$ cat config.mk
export PLATFORM = sky130hd
export DESIGN_NAME = div_hilo_ctrl
export DESIGN_NICKNAME = d
export VERILOG_FILES = /design/src/rtl/div_ctrl_pkg.sv /design/src/rtl/div_hilo_ctrl_hilo_regfile.sv /design/src/rtl/div_hilo_ctrl.sv
export SDC_FILE = /design/constraint.sdc
export NUM_CORES = 1
export LEC_CHECK = 0
export BUFFER_PORTS_ARGS = -buffer_cell sky130_fd_sc_hd__buf_2
export CAP_MARGIN = 20
export CORE_MARGIN = 2
export CORE_UTILIZATION = 41
export CTS_CLUSTER_SIZE = 16
export DETAILED_ROUTE_END_ITERATION = 16
export PLACE_DENSITY_LB_ADDON = 0.25
export SETUP_SLACK_MARGIN = 0.15
export SLEW_MARGIN = 15
export SYNTH_ARGS = -nofsm -noshare
export SYNTH_HDL_FRONTEND = slang
export SYNTH_SLANG_ARGS = --single-unit
$ cat constraint.sdc
create_clock -name div_clk -period 1.7 [get_ports div_clk]
set_input_delay 0 -clock div_clk [delete_from_list [all_inputs] [get_ports div_clk]]
set_output_delay 0 -clock div_clk [all_outputs]
set_load 0.02 [all_outputs]
$ cat src/rtl/div_ctrl_pkg.sv
`default_nettype none
// ============================================================================
// Module      : div_ctrl_pkg
// Description : Shared types and constants for the divider sequencer and the
//               HI/LO register file.
//               - div_state_e : sequencer state (IDLE, RUN, ABORT), 2 bits
//               - DIV_LAT     : iterative divider latency in cycles
// Revision    : 1.0  initial release
// ============================================================================
package div_ctrl_pkg;

    typedef enum logic [1:0] {
        ST_IDLE  = 2'd0,
        ST_RUN   = 2'd1,
        ST_ABORT = 2'd2
    } div_state_e;

    localparam int DIV_LAT = 33;

endpackage
`default_nettype wire

$ cat src/rtl/div_hilo_ctrl_hilo_regfile.sv
`default_nettype none
// ============================================================================
// Module      : hilo_regfile
// Description : HI/LO architectural registers with write mux and read bypass.
//               A divider capture takes priority over MTHI/MTLO. The read
//               ports show the value that will be in the register after the
//               next edge.
// Ports       : clk, resetn         clock, synchronous active-low reset
//               cap_we              capture divider result this cycle
//               cap_hi, cap_lo      remainder / quotient to capture
//               hi_we, lo_we        MTHI / MTLO write enables (already gated)
//               wdata               MTHI / MTLO data
//               hi_rdata, lo_rdata  bypassed read data
// Revision    : 1.0  initial release
// ============================================================================
module hilo_regfile #(
    parameter int DATA_W = 32
) (
    input  logic              clk,
    input  logic              resetn,
    input  logic              cap_we,
    input  logic [DATA_W-1:0] cap_hi,
    input  logic [DATA_W-1:0] cap_lo,
    input  logic              hi_we,
    input  logic              lo_we,
    input  logic [DATA_W-1:0] wdata,
    output logic [DATA_W-1:0] hi_rdata,
    output logic [DATA_W-1:0] lo_rdata
);

    logic [DATA_W-1:0] r_hi;
    logic [DATA_W-1:0] r_lo;

    always_ff @(posedge clk) begin
        if (!resetn) begin
            r_hi <= '0;
            r_lo <= '0;
        end else if (cap_we) begin
            r_hi <= cap_hi;
            r_lo <= cap_lo;
        end else begin
            if (hi_we) r_hi <= wdata;
            if (lo_we) r_lo <= wdata;
        end
    end

    // Same priority as the write mux so a read never sees a stale value.
    always_comb begin
        hi_rdata = r_hi;
        lo_rdata = r_lo;
        if (cap_we) begin
            hi_rdata = cap_hi;
            lo_rdata = cap_lo;
        end else begin
            if (hi_we) hi_rdata = wdata;
            if (lo_we) lo_rdata = wdata;
        end
    end

endmodule
`default_nettype wire

$ cat src/rtl/div_hilo_ctrl.sv
`default_nettype none
// ============================================================================
// Module      : div_hilo_ctrl
// Description : Sequencer between EX and the 33-cycle iterative divider.
//               Latches DIV/DIVU operands, holds dv_div high until the
//               divider completes, captures quotient/remainder into LO/HI and
//               stalls the pipeline meanwhile. A flush or a timeout aborts the
//               divide through a one-cycle dv_choke. Owns the HI/LO registers.
// Ports       : div_clk, resetn            clock, synchronous active-low reset
//               ex_div_valid/_signed       DIV/DIVU request from EX
//               ex_src_a, ex_src_b         dividend / divisor
//               ex_flush                   kill EX instruction / abort divide
//               mthi_we, mtlo_we, mt_data  HI/LO writes
//               hi_rdata, lo_rdata         bypassed HI/LO read data
//               stall, div_busy, div_err   pipeline control and status
//               dv_*                       divider interface
// Revision    : 1.0  initial release
// ============================================================================
module div_hilo_ctrl
    import div_ctrl_pkg::*;
#(
    parameter int DATA_W      = 32,
    parameter int DIV_TIMEOUT = 40
) (
    input  logic              div_clk,
    input  logic              resetn,
    input  logic              ex_div_valid,
    input  logic              ex_div_signed,
    input  logic [DATA_W-1:0] ex_src_a,
    input  logic [DATA_W-1:0] ex_src_b,
    input  logic              ex_flush,
    input  logic              mthi_we,
    input  logic              mtlo_we,
    input  logic [DATA_W-1:0] mt_data,
    output logic [DATA_W-1:0] hi_rdata,
    output logic [DATA_W-1:0] lo_rdata,
    output logic              stall,
    output logic              div_busy,
    output logic              div_err,
    output logic              dv_div,
    output logic              dv_div_signed,
    output logic [DATA_W-1:0] dv_x,
    output logic [DATA_W-1:0] dv_y,
    output logic              dv_choke,
    input  logic [DATA_W-1:0] dv_s,
    input  logic [DATA_W-1:0] dv_r,
    input  logic              dv_complete
);

    localparam int c_cnt_w = (DIV_TIMEOUT > 1) ? $clog2(DIV_TIMEOUT) : 1;
    localparam logic [c_cnt_w-1:0] c_cnt_last = c_cnt_w'(DIV_TIMEOUT - 1);

    div_state_e        r_state;
    logic [c_cnt_w-1:0] r_cnt;
    logic [DATA_W-1:0] r_x;
    logic [DATA_W-1:0] r_y;
    logic              r_signed;
    logic              r_div;
    logic              r_choke;
    logic              r_err;

    logic w_idle;
    logic w_run;
    logic w_abort;
    logic w_accept;
    logic w_capture;
    logic w_timeout;

    assign w_idle    = (r_state == ST_IDLE);
    assign w_run     = (r_state == ST_RUN);
    assign w_abort   = (r_state == ST_ABORT);
    assign w_accept  = w_idle & ex_div_valid & ~ex_flush;
    // Flush wins over a simultaneous complete: nothing is written.
    assign w_capture = w_run & dv_complete & ~ex_flush;
    assign w_timeout = w_run & ~dv_complete & (r_cnt == c_cnt_last);

    always_ff @(posedge div_clk) begin
        if (!resetn) begin
            r_state  <= ST_IDLE;
            r_cnt    <= '0;
            r_x      <= '0;
            r_y      <= '0;
            r_signed <= 1'b0;
            r_div    <= 1'b0;
            r_choke  <= 1'b0;
            r_err    <= 1'b0;
        end else begin
            r_err   <= 1'b0;
            r_choke <= 1'b0;
            case (r_state)
                ST_IDLE: begin
                    if (w_accept) begin
                        r_x      <= ex_src_a;
                        r_y      <= ex_src_b;
                        r_signed <= ex_div_signed;
                        r_cnt    <= '0;
                        r_div    <= 1'b1;
                        r_state  <= ST_RUN;
                    end
                end
                ST_RUN: begin
                    if (ex_flush || w_timeout) begin
                        r_div   <= 1'b0;
                        r_choke <= 1'b1;
                        r_err   <= w_timeout;
                        r_state <= ST_ABORT;
                    end else if (dv_complete) begin
                        // Drop div right after complete so the divider sees it low.
                        r_div   <= 1'b0;
                        r_state <= ST_IDLE;
                    end else begin
                        r_cnt <= r_cnt + 1'b1;
                    end
                end
                ST_ABORT: begin
                    r_state <= ST_IDLE;
                end
                default: begin
                    r_div   <= 1'b0;
                    r_state <= ST_IDLE;
                end
            endcase
        end
    end

    assign stall         = w_accept | (w_run & ~dv_complete) | w_abort;
    assign div_busy      = ~w_idle;
    assign div_err       = r_err;
    assign dv_div        = r_div;
    assign dv_choke      = r_choke;
    assign dv_div_signed = r_signed;
    assign dv_x          = r_x;
    assign dv_y          = r_y;

    hilo_regfile #(
        .DATA_W (DATA_W)
    ) u_hilo (
        .clk      (div_clk),
        .resetn   (resetn),
        .cap_we   (w_capture),
        .cap_hi   (dv_r),
        .cap_lo   (dv_s),
        .hi_we    (mthi_we & w_idle),
        .lo_we    (mtlo_we & w_idle),
        .wdata    (mt_data),
        .hi_rdata (hi_rdata),
        .lo_rdata (lo_rdata)
    );

endmodule
`default_nettype wire

# After elaboration in Yosys (flattened, before gate mapping)
# Cells that the tools add are included.
# W data, S select, Z words.
[classes]
addsub = 1
eq_ne = 7
n_mux = 17
bitwise = 14
n_reduce_logical = 9
[ops]
columns = ["operator", "n"]
rows = [
  ["$mux W32", 4],
  ["$mux W6", 3],
  ["$pmux W6 S2", 1],
  ["$and A1 B1 Y1", 8],
  ["$add A6 B1 Y6 const B", 1],
  ["$eq A6 B6 Y1 const B", 1],
  ["$mux W2", 3],
  ["$reduce_and A2 Y1", 3],
  ["$reduce_and A3 Y1", 2],
  ["$mux W1", 4],
  ["$ne A2 B2 Y1 const B", 2],
  ["$not A1 Y1", 4],
  ["$pmux W2 S2", 1],
  ["$reduce_and A4 Y1", 1],
  ["$ne A3 B2 Y1 const B", 1],
  ["$pmux W1 S3", 1],
  ["$eq A2 B1 Y1 const B", 1],
  ["$eq A2 B2 Y1 const B", 1],
  ["$logic_not A2 Y1", 1],
  ["$ne A2 B1 Y1 const B", 1],
  ["$or A1 B1 Y1", 2],
  ["$reduce_bool A2 Y1", 1],
  ["$logic_or A1 B1 Y1", 1],
]
[word_totals]
regBits = 140
in_bits = 168
out_inout_bits = 134
word_cells = 58

# Logic depth before layout (Yosys ltp)
[logic_depth]
word_depth = 6
mapped_depth = 7
ltp_nobuf = 5

# By module
# Synthesis repeated with hierarchy kept, for this count alone.
[unflattened]
hier_cells = 701
area_unflattened_um2 = 6412.4
[by_module_without_submodules]
columns = ["module", "instances", "cells_per_inst", "area_each_um2", "seq_area_each_um2"]
rows = [
  ["hilo_regfile", 1, 357, 3435.8, 1281.2],
  ["div_hilo_ctrl", 1, 344, 2976.6, 1521.5],
]

# Worst setup path after synthesis
# No wires, ideal clock.
[synth_timing]
kind = "register to register"
start = "register r_state[1]"
end = "register r_cnt[2]"
setup_ns = 0.115
t_arrival_ns = 1.600
t_required_ns = 1.585
slack_ns = -0.015
stages_incl_launch_ff = 7
path_buffers = 2
synth_period_minus_slack_ns = 1.715
cell_sequence = "dfxtp_1 -> or2_1 -> or3b_1 -> buf_2 -> buf_6 -> o211a_1 -> o21a_1"
[synth_between]
elab_chain_cells = 6
word_cells_on_any_way = 13
cone_classes = "eq/ne: 4; mux: 1; bitwise: 4; reduce/logical: 4"
[synth_lines]
columns = ["item", "line_no", "text"]
rows = [
  ["from (decl)", "div_hilo_ctrl.sv:53", "div_state_e r_state;"],
  ["from (signal assigned)", "div_hilo_ctrl.sv:79", "r_state <= ST_IDLE;"],
  ["from (signal assigned)", "div_hilo_ctrl.sv:98", "r_state <= ST_RUN;"],
  ["from (signal assigned)", "div_hilo_ctrl.sv:106", "r_state <= ST_ABORT;"],
  ["$eq A2 B1 Y1", "div_hilo_ctrl.sv:70, div_hilo_ctrl.sv:90", ""],
  ["$and A1 B1 Y1 (2 in a row)", "div_hilo_ctrl.sv:75", "assign w_timeout = w_run & ~dv_complete & (r_cnt == c_cnt_last);"],
  ["$logic_or A1 B1 Y1", "div_hilo_ctrl.sv:102", "if (ex_flush || w_timeout) begin"],
  ["$ne A2 B2 Y1 (no source line)", "-", ""],
  ["$reduce_and A4 Y1 (no source line)", "-", ""],
  ["to (signal assigned)", "div_hilo_ctrl.sv:112", "r_cnt <= r_cnt + 1'b1;"],
  ["to (decl)", "div_hilo_ctrl.sv:54", "logic [c_cnt_w-1:0] r_cnt;"],
]
# Several ways; a longest one is shown, not always the timed one.
# A chain may end at the register's enable or synchronous reset.

# Final worst setup path
[layout_timing]
start = "register r_state[1]"
end = "output lo_rdata[1]"
[layout_between]
elab_chain_cells = 4
word_cells_on_any_way = 7
cone_classes = "eq/ne: 1; mux: 2; bitwise: 3; reduce/logical: 1"
[layout_lines]
columns = ["item", "line_no", "text"]
rows = [
  ["$eq A2 B1 Y1 or $logic_not A2 Y1 (tied branches)", "div_hilo_ctrl.sv:70, div_hilo_ctrl.sv:69", ""],
  ["$and A1 B1 Y1 (on tied branches)", "div_hilo_ctrl.sv:74, div_hilo_ctrl.sv:144", ""],
  ["$and A1 B1 Y1 or $mux W32 (tied branches)", "div_hilo_ctrl.sv:74, div_hilo_ctrl_hilo_regfile.sv:56", ""],
  ["$mux W32 *", "div_hilo_ctrl_hilo_regfile.sv:51", "if (cap_we) begin"],
  ["to (decl)", "div_hilo_ctrl.sv:36", "output logic [DATA_W-1:0] lo_rdata,"],
]
# Mark *: on every way between the ends. The rest lies on a longest branch, timed or not.

==> summary.md <==
| Metric | Value |
|---|---|
| RSZ-0062 raised after global routing | `true` |
| F_max | `approximately 0.47 GHz` |
| Placer Congestion | `0.810` |
| Min setup slack post-route | `-0.434 ns` |
| Core Area | `~14,000 um2` |
| Leakage power | `~6.0 nW` |
| CP endpoint kind | `output pin` |
| Status | `finished with violations` |
| Worst Path Arrival | `roughly 2.1 ns` |
| Kind of critical path | `flip-flop to output pin` |
| First-pass GRT wire length | `between 40,000 and 50,000 um` |
| Sequential share of power | `between 30% and 40%` |
| Least-Margin Pin Slew | `between 0.4 and 0.5 ns` |
| Initial antenna violation count | `5` |
| Period utilisation layout | `126%` |
| Register bit total from synthesis | `between 100 and 150` |
| Final Max Slew Viols | `0` |
| Final Hold Slack | `0.0616 ns` |
| Drt drc | `0` |
| CP max stage cell | `and4bb_4` |
| Root Buffer | `clkbuf_16` |
| Multi-input logic area | `between 4000 and 5000 um2` |
| Setup violations, final | `between 150 and 200` |
| Violated checks | `negative setup slack` |
| HPWL after DPL | `approximately 12,000 um` |
| H-Tree Level Count | `4` |
| Cell mode on critical path | `buf_6` |
| Clock skew | `about 0.0072 ns` |
| I/O Pins | `around 300` |
| DR pass1 iterations | `5` |
| Gr ovfl total | `0` |
| Netlist cell types | `35` |
| Non-Filler Instances | `approximately 1,400` |
| Area Growth Syn to Fin | `128%` |
| Worst vdd ir | `roughly 0.79 mV` |
| WHS Path Cells | `4` |
| Async set-reset flop share out of synthesis | `0%` |
| Max-cap violation count | `0` |
| Vias | `around 9,000` |
| Type of element launching the critical path | `flip-flop` |
| Power Internal | `slightly above 8 mW` |
| Clk slew on worst S/H paths | `around 0.07 ns` |
| Reg2reg path depth | `10` |
| Cell count after synthesis | `roughly 700` |
| Pin count of the biggest net entering global routing | `a little under 100` |
| Total power | `between 10 and 15 mW` |
| Commonest non-fill, non-tap cells in the layout | `buf_2, dfxtp_1, dlygate4sd3_1` |
| Placed cell count | `~1,100` |
| Vias per cell | `roughly 6.2` |
| Fill count | `approximately 270` |
| Share of post-route cells with drive strength above 1 | `slightly above 60%` |
| Ys Warns | `0` |
| Die span in x | `approximately 120 um` |
| Avg WL per Cell | `around 30 um` |
| Net count after synthesis | `about 860` |
| Worst Path Max Fanout | `4` |
| Part of the power in combinational logic | `between 20 and 30%` |
| Port Buffers | `301` |
| Place WS | `approximately 0.050 ns` |
| Most used DFF post-synth | `dfxtp_1` |
| Die area | `between 15,000 and 20,000 um2` |
| Total GRT Usage | `between 30% and 40%` |
| CTS tree | `yes` |
| FF+latch area | `about 2800 um2` |
| Switch share | `just under 30%` |
| Row cnt | `43` |
| EDFF count, synth | `0` |
| Max-Slew Margin vs Limit | `66.9%` |
| Clock Tree Buf Depth | `2` |
| Final Hold Vio Count | `0` |
| Sequential fraction of the synthesis area | `47.6%` |
| Total CTS buffers | `17` |
| Cell area power density | `between 800 and 900 nW/um2` |
| Post-layout minimum cycle time | `roughly 2.1 ns` |
| Worst-path cell chain | `buf_6 > and4bb_4 > buf_6 > buf_16 > buf_6 > nand2_1 > o21ai_2 > buf_6` |
| Insertion delay to the later sink of the worst-skew pair | `around 0.43 ns` |
| Fin Setup TNS | `-40.17 ns` |
| Syn Area/Cell | `around 8.5 um2` |
| Mapped cell area | `5890 um2` |
| Chip height | `between 100 and 150 um` |
| Psw | `approximately 3.4 mW` |
| Initial DRC Count | `roughly 1,100` |
| Initial core utilization | `between 40 and 50%` |
| Vias in the first global route | `between 7,000 and 8,000` |
| Required @ worst endpoint | `~1.7 ns` |
| Peak per-stage delay on the critical path | `0.38 ns` |
| Detail Route Antenna Nets | `0` |
| Clk sinks | `between 100 and 150` |
| Fin nets | `~1,400` |
| Commonest non-fill, non-tap cell in the layout | `buf_2` |
| Total wire length | `roughly 41,000 um` |
| Worst Hold Class | `input pin to flip-flop` |
| Clk pwr share | `40.2%` |
==> cell usage after synthesis, types with 2 or more instances <==
master    count  share of area, %
nand2_1     198                13
inv_1         4              0.25
nand4_1       2              0.21
and3_1        3              0.32
dfxtp_1     140                48
nor3_1        2              0.17
o21ai_1      66               5.6
o21a_1        3              0.38
a21boi_1     45               5.7
o211a_1       3              0.51
and2_1       64               6.8
nor3b_1       2              0.25
mux2i_1      64                11
nand3_1       5              0.43
buf_2        18               1.5
clkbuf_1     32               2.0
buf_1         3              0.19
a21oi_1      24               2.0
==> worst max-delay path, delay by kind of cell (launching register included) <==
| kind | cells | cell delay, ns |
|---|---|---|
| buf+inv | 5 | 0.63 |
| compound gates | 1 | 0.16 |
| simple gates | 2 | 0.57 |
| flops | 1 | 0.34 |
==> registers in the layout (all words and copies together), names as in the netlist <==
register and cells:
dv_x 32, dv_y 32, u_hilo.r_hi 32, u_hilo.r_lo 32, r_cnt 6, r_state 2
div_err 1, dv_choke 1, dv_div 1, dv_div_signed 1
==> power by group through the flow <==
stage	Sequential, mW	Clock, mW	Combinational (mW)
after CTS	3.53	4.54	2.46
after global routing	3.62	4.83	3.40
final	3.62	4.68	3.34
after global placement	3.60	0	1.55
after detailed placement	3.60	0	1.57
after floorplan	3.69	0	0.862
==> metal layers <==
metal | share of wire, % | vias up | GRT usage [%] | wire (um)
li1 | - | 3393 | - | -
met5 | 0.070 | - | 0 | 29
met2 | 46 | 927 | 65.9 | 19000
met4 | 11 | 4 | 21.4 | 4640
met1 | 31 | 4022 | 35.9 | 12800
met3 | 12 | 399 | 8.79 | 4810
==> layout make-up <==
type / instances / share of cell area (%)
Inverter: 4 / 0.112
Sequential cell: 140 / 20.9
Clock inverter: 15 / 2.17
Multi-Input combinational cell: 498 / 33.4
Tap cell: 180 / 1.68
Antenna cell: 4 / 0.0745
Clock buffer: 17 / 3.16
Timing Repair Buffer: 551 / 38.5
==> cell families after synthesis <==
family | count (synthesis) | share of synthesized area [%]
AND/OR/NAND/NOR | 286 | 22.2
AO/OA/AOI/OAI | 146 | 14.9
flip-flops | 140 | 47.6
multiplexers | 64 | 10.9
buffers and inverters | 58 | 4.21
adder cells (fa/ha/maj) | 1 | 0.213
==> through the flow <==
stage	cell area [um2]	utilization [%]
floorplan	6150	-
global placement	7980	57.3
detailed placement	7980	57.3
CTS	11800	84.8
global route	13400	96.4
finish	13400	96.5
==> worst paths after layout <==
path	startpoint	endpoint	slack [ns]
max	r_state[1]$_SDFFE_PN0P_	lo_rdata[1]	-0.43
max reg2reg	r_state[0]$_SDFFE_PN0P_	dv_y[26]$_SDFFE_PN0P_	-0.40
min	mt_data[15]	u_hilo.r_lo[15]$_SDFF_PN0_	0.06
min reg2reg	dv_y[21]$_SDFFE_PN0P_	dv_y[21]$_SDFFE_PN0P_	0.46
==> what timing repair did <==
item	in CTS	in global routing
endpoints found under the hold margin	128	0
gates resized for setup	212	319
setup buffers	48	12
hold buffers	131	0
endpoints found under the setup margin	200	203
pin swaps	19	129
cloned	27	8
Note: power is estimated with default switching activity, not from simulation.
